<file path="src/rtl/mem_io_sequencer.sv">
// Multi-cycle MEM-stage bus sequencer for LD/ST/IN/OUT micro-ops.
// Runs one bus cycle at a time with fixed and external wait states and a wait timeout.
module mem_io_sequencer #(
    parameter int DATA_W   = 8,
    parameter int ADDR_W   = 16,
    parameter int MEM_WAIT = 0,
    parameter int IO_WAIT  = 1,
    parameter int TIMEOUT  = 15
) (
    input  logic              clk,
    input  logic              reset,
    input  logic [2:0]        op_kind,
    input  logic              op_valid,
    input  logic              flush_in,
    input  logic [ADDR_W-1:0] addr,
    input  logic [DATA_W-1:0] wdata,
    input  logic [7:0]        flag_in,
    input  logic [DATA_W-1:0] bus_rdata,
    input  logic              bus_wait,
    output logic [ADDR_W-1:0] bus_addr,
    output logic [DATA_W-1:0] bus_wdata,
    output logic              mreq,
    output logic              iorq,
    output logic              rd,
    output logic              wr,
    output logic              stall,
    output logic              done,
    output logic              result_sel,
    output logic [DATA_W-1:0] rdata_out,
    output logic [7:0]        flag_out,
    output logic              flag_we,
    output logic              page_write,
    output logic              bus_err
);

    localparam logic [2:0] KIND_LD  = 3'd1;
    localparam logic [2:0] KIND_ST  = 3'd2;
    localparam logic [2:0] KIND_IN  = 3'd3;
    localparam logic [2:0] KIND_OUT = 3'd4;
    localparam logic [7:0] TMO_LAST = 8'(TIMEOUT - 1);

    typedef enum logic [1:0] {S_IDLE = 2'd0, S_ACCESS = 2'd1, S_COMPLETE = 2'd2} state_t;

    // Flag byte S Z 5 H 3 P/V N C: arithmetic bits recomputed, bits 5/3/0 pass through.
    function automatic logic [7:0] in_flags(input logic [DATA_W-1:0] d, input logic [7:0] f);
        in_flags = {d[DATA_W-1], (d == '0), f[5], 1'b0, f[3], ~^d, 1'b0, f[0]};
    endfunction

    state_t              state_q, state_d;
    logic [2:0]          kind_q, kind_d;
    logic [ADDR_W-1:0]   addr_q, addr_d;
    logic [DATA_W-1:0]   wdata_q, wdata_d;
    logic [7:0]          flag_q, flag_d;
    logic [2:0]          wait_q, wait_d;
    logic [7:0]          tmo_q, tmo_d;
    logic                cancel_q, cancel_d;
    logic                done_q, done_d;
    logic                rsel_q, rsel_d;
    logic [DATA_W-1:0]   rdata_q, rdata_d;
    logic [7:0]          fout_q, fout_d;
    logic                fwe_q, fwe_d;
    logic                pw_q, pw_d;
    logic                err_q, err_d;
    logic                op_ok_s, accept_s, is_read_s, is_mem_s, cancel_now_s;

    always_comb begin
        op_ok_s      = op_valid && !flush_in && (op_kind >= KIND_LD) && (op_kind <= KIND_OUT);
        accept_s     = op_ok_s && (state_q != S_ACCESS);
        is_read_s    = (kind_q == KIND_LD) || (kind_q == KIND_IN);
        is_mem_s     = (op_kind == KIND_LD) || (op_kind == KIND_ST);
        cancel_now_s = cancel_q || flush_in;

        state_d  = state_q;
        kind_d   = kind_q;
        addr_d   = addr_q;
        wdata_d  = wdata_q;
        flag_d   = flag_q;
        wait_d   = wait_q;
        tmo_d    = tmo_q;
        cancel_d = cancel_q;
        done_d   = 1'b0;
        rsel_d   = rsel_q;
        rdata_d  = rdata_q;
        fout_d   = fout_q;
        fwe_d    = 1'b0;
        pw_d     = 1'b0;
        err_d    = 1'b0;

        case (state_q)
            S_IDLE, S_COMPLETE: begin
                if (accept_s) begin
                    state_d  = S_ACCESS;
                    kind_d   = op_kind;
                    addr_d   = addr;
                    wdata_d  = wdata;
                    flag_d   = flag_in;
                    wait_d   = is_mem_s ? 3'(MEM_WAIT) : 3'(IO_WAIT);
                    tmo_d    = 8'd0;
                    cancel_d = 1'b0;
                end else begin
                    state_d = S_IDLE;
                end
            end
            S_ACCESS: begin
                // A flush only cancels the reporting; the bus cycle always runs to the end.
                cancel_d = cancel_now_s;
                if (wait_q != 3'd0) begin
                    wait_d = wait_q - 3'd1;
                end else if (!bus_wait) begin
                    state_d = S_COMPLETE;
                    done_d  = !cancel_now_s;
                    rsel_d  = is_read_s;
                    fout_d  = (kind_q == KIND_IN) ? in_flags(bus_rdata, flag_q) : flag_q;
                    fwe_d   = (kind_q == KIND_IN) && !cancel_now_s;
                    pw_d    = (kind_q == KIND_ST) && !cancel_now_s;
                    if (is_read_s && !cancel_now_s) begin
                        rdata_d = bus_rdata;
                    end else begin
                        rdata_d = rdata_q;
                    end
                end else if (tmo_q >= TMO_LAST) begin
                    state_d = S_IDLE;
                    err_d   = 1'b1;
                end else begin
                    tmo_d = tmo_q + 8'd1;
                end
            end
            default: begin
                state_d = S_IDLE;
            end
        endcase
    end

    // State, latched op and registered result outputs.
    always_ff @(posedge clk) begin
        if (reset) begin
            state_q  <= S_IDLE;
            kind_q   <= 3'd0;
            addr_q   <= '0;
            wdata_q  <= '0;
            flag_q   <= 8'd0;
            wait_q   <= 3'd0;
            tmo_q    <= 8'd0;
            cancel_q <= 1'b0;
            done_q   <= 1'b0;
            rsel_q   <= 1'b0;
            rdata_q  <= '0;
            fout_q   <= 8'd0;
            fwe_q    <= 1'b0;
            pw_q     <= 1'b0;
            err_q    <= 1'b0;
        end else begin
            state_q  <= state_d;
            kind_q   <= kind_d;
            addr_q   <= addr_d;
            wdata_q  <= wdata_d;
            flag_q   <= flag_d;
            wait_q   <= wait_d;
            tmo_q    <= tmo_d;
            cancel_q <= cancel_d;
            done_q   <= done_d;
            rsel_q   <= rsel_d;
            rdata_q  <= rdata_d;
            fout_q   <= fout_d;
            fwe_q    <= fwe_d;
            pw_q     <= pw_d;
            err_q    <= err_d;
        end
    end

    // Strobes decode from registered state and kind only.
    always_comb begin
        mreq  = (state_q == S_ACCESS) && ((kind_q == KIND_LD) || (kind_q == KIND_ST));
        iorq  = (state_q == S_ACCESS) && ((kind_q == KIND_IN) || (kind_q == KIND_OUT));
        rd    = (state_q == S_ACCESS) && is_read_s;
        wr    = (state_q == S_ACCESS) && ((kind_q == KIND_ST) || (kind_q == KIND_OUT));
        stall = (state_q == S_ACCESS) || accept_s;
    end

    assign bus_addr   = addr_q;
    assign bus_wdata  = wdata_q;
    assign done       = done_q;
    assign result_sel = rsel_q;
    assign rdata_out  = rdata_q;
    assign flag_out   = fout_q;
    assign flag_we    = fwe_q;
    assign page_write = pw_q;
    assign bus_err    = err_q;

endmodule

</file>
<file path="config.mk">
export PLATFORM = sky130hd
export DESIGN_NAME = mem_io_sequencer
export DESIGN_NICKNAME = d
export VERILOG_FILES = /design/src/rtl/mem_io_sequencer.sv
export SDC_FILE = /design/constraint.sdc
export NUM_CORES = 1
export LEC_CHECK = 0
export ABC_AREA = 0
export CORE_MARGIN = 4
export CORE_UTILIZATION = 40
export DETAILED_ROUTE_END_ITERATION = 10
export PLACE_DENSITY = 0.72
export SLEW_MARGIN = 30
export SYNTH_ARGS = -nofsm -noshare
export SYNTH_HDL_FRONTEND = slang
export SYNTH_SLANG_ARGS = --single-unit
</file>
<file path="constraint.sdc">
create_clock -name clk -period 2.4 [get_ports clk]
set_input_delay 0.36 -clock clk [delete_from_list [all_inputs] [get_ports clk]]
set_output_delay 0.36 -clock clk [all_outputs]
set_load 0.01 [all_outputs]
</file>
==> flow_summary.json, run 1 <==
{
  "drive_gt1_frac": 0.07572,
  "clock_path_buffers": 2,
  "synth_edf_count": 0,
  "endpoint": "stall",
  "yosysSeqAreaShare": 0.4904,
  "syn_nets": 400,
  "cts_tree": "yes",
  "ctsHoldBuffers": 0,
  "multiInputGateArea_um2": 1319,
  "r2r_slack_ns": 0.54,
  "synth_top_area_frac": 0.4904,
  "vias_per_cell": 4.829,
  "port_buffers": 97,
  "post-route-period-util": 0.9726,
  "fin_hold_ws_ns": 0.4512,
  "cts_resized": 0,
  "power_frac_clock": 0.454,
  "cp_slowest_cell": "clkdlybuf4s50_1",
  "synth.largest_area_cell": "dfxtp_1",
  "row_count": 30,
  "finClkSkew_ns": 0.008479,
  "reg2reg_to": "tmo_q[5]",
  "layout_setup_ws_ns": 0.06572,
  "powerDensity_nw_per_um2": 652.7,
  "num_antenna_cells": 0,
  "track_usage": 0.1774,
  "syn_area_um2": 2858,
  "antenna_found_initial": 0,
  "final_cell_area_um2": 4239,
  "p_sw_uw": 591.5,
  "gp_congestion": 0.8102,
  "synthToLayoutAreaGrowth_pct": 48.34,
  "fin_setup_tns_ns": 0,
  "clock_sinks": 70,
  "grt.overflow.total": 0,
  "dpl_cell_area_um2": 3969,
  "die_area_um2": 8561,
  "status": "completed",
  "yosys-top-cells-area": "dfxtp_1 (49%), nand2_1 (12%), a21oi_1 (8.2%)",
  "fp.dieW_um": 92.53,
  "path_delay_family": "buffers and inverters",
  "start_kind": "input port",
  "floorplan.initialDensity": 0.4160,
  "end_kind": "primary output",
  "fin_nets": 500,
  "hold_violations": 0,
  "internal_power_mw": 2.175,
  "num_vias": 2632,
  "clk_pin_slew_ns": 0.08,
  "layout_commonest_cell": "clkdlybuf4s50_1",
  "core_um2": 6869,
  "fmax_mhz": 428.4,
  "worst-r2r-cell-count": 4,
  "critPathBufInv": 2,
  "dpl.hpwl_um": 5308,
  "max_cap_violations": 0,
  "comb_power_share": 0.108,
  "drtIter0Drc": 99,
  "startpoint": "op_kind[0]",
  "p_seq_frac": 0.437,
  "worstSetupPathType": "in -> out",
  "leakage_nw": 1.526,
  "switching_share": 0.2138,
  "grt_pass1_vias": 2578,
  "worst_slew_pin_slew_ns": 0.5607,
  "pre_cts_slack_ns": 0.04293,
  "cp_cell_sequence": "clkdlybuf4s50_1, or3_1, nand4b_1, nand2_1, clkdlybuf4s50_1",
  "nFillCells": 624,
  "period_needed_ns": 2.334,
  "cts_made_buffers": 9,
  "root_buffer": "clkbuf_8",
  "first_pass_iters": 4,
  "crit_top_cell": "clkdlybuf4s50_1",
  "seqCellArea_um2": 1401,
  "reg2reg_from": "tmo_q[4]",
  "crit_arrival_ns": 1.97,
  "path_max_fanout": 4,
  "async_flop_share": 0,
  "clk_latency_ns": 0.34,
  "routed_wl_um": 7273,
  "ys.flop_type": "dfxtp_1",
  "ioPinCount": 98,
  "htree_num_levels": 3,
  "cp_slowest_stage_delay_ns": 0.51,
  "yosysWarnings": 0,
  "avgSynthCellArea_um2": 8.307,
  "netlist_instances": 344,
  "cp.depth": 5,
  "ys_seq_elements": 70,
  "finalMaxSlewViolations": 0,
  "slew_headroom": 0.6262,
  "grt_max_degree": 33,
  "cts_setup_buffers": 0,
  "grt_pass1_wl_um": 12180,
  "drc": 0,
  "ir_drop_mv": 0.4490,
  "synth_cell_type_count": 40,
  "setup-violations-final": 0,
  "antenna_left": 0,
  "required_ns": 2.04,
  "wl_per_cell_um": 13.34,
  "hp-class": "reg -> reg",
  "die_y_um": 92.53,
  "grt_setup_unrepaired": "false",
  "final_cell_mix": "clkdlybuf4s50_1 (96), nand2_1 (90), dfxtp_1 (70), a21oi_1 (47), nor2_1 (19)"
}
metal layers:
metal | up-vias | global-route usage | share of wire
li1 | 1353 | - | -
met1 | 1206 | 0.2063 | 0.42
met2 | 58 | 0.2973 | 0.50
met3 | 15 | 0.06093 | 0.060
met4 | 0 | 0.07302 | 0.020
met5 | - | 0 | 0
cells by family (layout without fill, tap and decap cells):
group,count (synthesis),after routing,share of synthesized area
fa+ha+maj,8,8,0.03503
xor+xnor,6,6,0.01839
mux,10,10,0.03503
buf+inv,34,139,0.04816
flops,70,70,0.4904
compound gates,70,70,0.1401
simple gates,146,146,0.2329
worst min-delay path: cells and delay by family, from the launching register on:
family	cells	cell delay [ns]
compound gates	1	0.05
flops	1	0.31
simple gates	1	0.05
worst min path at each step:
stage	from	to	slack [ns]	depth (start not counted)
2_1_floorplan	tmo_q[7]	tmo_q[7]	0.43	1
3_5_place_dp	bus_addr[5]	bus_addr[5]	0.45	2
4_1_cts	reset	state_q[1]	0.43	2
3_3_place_gp	flag_q[3]	flag_out[3]	0.44	2
5_1_grt	reset	state_q[1]	0.45	2
6_report	flag_out[1]	flag_out[1]	0.45	2
Yosys cell counts (all sizes together) (2+ instances only):
cell type  instances
nor2              19
xnor2              5
a211oi             3
nor2b              3
nand3              5
or3                2
a31oi              2
nand2             90
o31ai              2
nor4               5
nand3b             2
o2111ai            2
ha                 8
nor3               6
inv               12
o21ai              7
nand2b             4
and2               2
nor3b              2
dfxtp             70
buf                3
a21oi             47
clkbuf            19
mux2i             10
power by group through the flow:
stage / combinational (mW) / sequential (mW) / clock (mW)
2_1_floorplan: 0.133 / 1.24 / 0
3_3_place_gp: 0.298 / 1.24 / 0
3_5_place_dp: 0.301 / 1.24 / 0
4_1_cts: 0.303 / 1.21 / 1.29
5_1_grt: 0.331 / 1.21 / 1.34
6_report: 0.300 / 1.21 / 1.26
flip-flops by register name, indices dropped and copies added (netlist names), 2 cells and up:
name and count:
bus_wdata 8, wait_q 3, bus_addr 16, rdata_out 8, flag_q 8, kind_q 3, flag_out 8, state_q 2
tmo_q 8
final cells by class:
type                       count  area share
inverter                      12     0.01063
timing repair buffer         111      0.2556
multi-input combinational    240      0.3111
clock buffer                  10     0.03247
sequential                    70      0.3306
clock inverter                 6     0.03129
tap                           96     0.02834
through the flow:
step / std cells / power [mW] / util
floorplan: 344 / 1.373 / -
CTS: 545 / 2.801 / 0.6171
detailed placement: 529 / 1.538 / 0.5778
finish: 545 / 2.767 / 0.6171
global placement: 529 / 1.533 / 0.5778
global route: 545 / 2.885 / 0.6171
Power figures use the tool's default switching activity.
==> run 2: changes to the inputs <==
--- a/config.mk
+++ b/config.mk
@@ -9,7 +9,7 @@
 export CORE_MARGIN = 4
 export CORE_UTILIZATION = 40
 export DETAILED_ROUTE_END_ITERATION = 10
-export PLACE_DENSITY = 0.72
+export PLACE_DENSITY = 0.83
 export SLEW_MARGIN = 30
 export SYNTH_ARGS = -nofsm -noshare
 export SYNTH_HDL_FRONTEND = slang
==> run 2 against run 1 <==
Against the previous run: setup slack gained 0.055 ns; wire length grew 0.85%; count of clock-buffer cells in the layout is the same; clock skew is essentially flat; sequential power is essentially flat; worst hold slack gained 0.00078 ns; sequential cell count is the same; via count grew 2.1%; sequential share of layout area grew 0.49 points; combinational power is essentially flat; largest cell class unchanged.
==> flow_summary.json, run 2 (synthesized netlist as in run 1, its figures left out) <==
{
  "num_antenna_cells": 0,
  "hp-class": "reg -> reg",
  "die_y_um": 92.53,
  "clk_latency_ns": 0.34,
  "finClkSkew_ns": 0.008605,
  "crit_arrival_ns": 1.92,
  "die_area_um2": 8561,
  "grt_pass1_wl_um": 12200,
  "antenna_left": 0,
  "ctsHoldBuffers": 0,
  "nFillCells": 616,
  "vias_per_cell": 4.910,
  "synthToLayoutAreaGrowth_pct": 46.19,
  "grt_setup_unrepaired": "false",
  "pre_cts_slack_ns": 0.1209,
  "start_kind": "input port",
  "post-route-period-util": 0.9498,
  "fin_setup_tns_ns": 0,
  "slew_headroom": 0.6546,
  "drc": 0,
  "grt_pass1_vias": 2667,
  "wl_per_cell_um": 13.41,
  "multiInputGateArea_um2": 1319,
  "period_needed_ns": 2.279,
  "cts_tree": "yes",
  "leakage_nw": 1.502,
  "finalMaxSlewViolations": 0,
  "largest_reg_flops": 16,
  "num_vias": 2686,
  "root_buffer": "clkbuf_8",
  "track_usage": 0.1776,
  "worstSetupPathType": "in -> out",
  "hold_violations": 0,
  "hold_depth": 2,
  "cts_made_buffers": 9,
  "clk_pin_slew_ns": 0.08,
  "setup-violations-final": 0,
  "grt_max_degree": 27,
  "fin_nets": 502,
  "gp_congestion": 0.8383,
  "core_um2": 6869,
  "worst-r2r-cell-count": 6,
  "ioPinCount": 98,
  "drive_gt1_frac": 0.07982,
  "fp.dieW_um": 92.53,
  "drtIter0Drc": 93,
  "floorplan.initialDensity": 0.4160,
  "end_kind": "primary output",
  "port_buffers": 97,
  "path_max_fanout": 4,
  "routed_wl_um": 7335,
  "htree_num_levels": 3,
  "ir_drop_mv": 0.4798,
  "worst_slew_pin_slew_ns": 0.5181,
  "cts_setup_buffers": 0,
  "clock_path_buffers": 2,
  "first_pass_iters": 4,
  "fmax_mhz": 438.7,
  "final_cell_mix": "clkdlybuf4s50_1 (96), nand2_1 (90), dfxtp_1 (70), a21oi_1 (47), nor2_1 (19)",
  "status": "completed",
  "row_count": 30,
  "antenna_found_initial": 0,
  "grt.overflow.total": 0,
  "max_cap_violations": 0,
  "layout_commonest_cell": "clkdlybuf4s50_1",
  "powerDensity_nw_per_um2": 595.5,
  "required_ns": 2.04,
  "layout_setup_ws_ns": 0.1205,
  "cts_resized": 0,
  "clock_sinks": 70,
  "seqCellArea_um2": 1401,
  "final_util": 0.6082,
  "dpl.hpwl_um": 5532
}
-- run 2: cell count changes in the layout (fill, tap and decap cells not counted) --
cell,previous run,this run
buf_12,1,0
buf_4,13,16
bufinv_16,4,1
clkinv_4,0,1
inv_6,0,2
o21ai_0,6,7
o21ai_1,1,0
-- run 2: worst paths after layout --
kind          startpoint           to  slack, ns
max           op_kind[2]        stall       0.12
min          flag_out[1]  flag_out[1]       0.45
max reg2reg    wait_q[0]   page_write       0.51
min reg2reg  flag_out[1]  flag_out[1]       0.45
-- run 2: critical path, cell delays in order --
cell and delay (ns):
clkdlybuf4s50_1 0.45, or3_1 0.43, nand4b_1 0.12, nand2_1 0.07, clkdlybuf4s50_1 0.49
-- run 2: cell type report --
class,count,area share
clock buffers,10,0.03294
clock inverters,6,0.01647
inverters,12,0.01078
multi-input cells,240,0.3157
flip-flops and latches,70,0.3354
well taps,96,0.02875
repair buffers,113,0.2600
-- run 2: power by group --
part / internal [mW] / leakage (nW) / switching (mW) / total, mW
logic: 0.163 / 0.832 / 0.138 / 0.301
clock network: 0.515 / 0.103 / 0.461 / 0.977
registers: 1.19 / 0.567 / 0.0193 / 1.21
total: 1.87 / 1.50 / 0.619 / 2.49
-- run 2: layer usage --
layer / vias up / routed length [um] / track usage
li1: 1355 / - / -
met1: 1243 / 3099 / 0.2018
met2: 80 / 3618 / 0.3076
met3: 8 / 527 / 0.05849
met4: 0 / 89 / 0.06807
met5: - / 0 / 0
-- run 2: per-stage QoR --
stage	hold WS (ns)	cells	instance area (um2)	power [mW]
global placement	0.4372	531	3971	1.533
global route	0.4749	547	4178	2.604
CTS	0.4544	547	4178	2.522
floorplan	0.4302	344	2858	1.373
finish	0.4520	547	4178	2.488
detailed placement	0.4456	531	3971	1.539
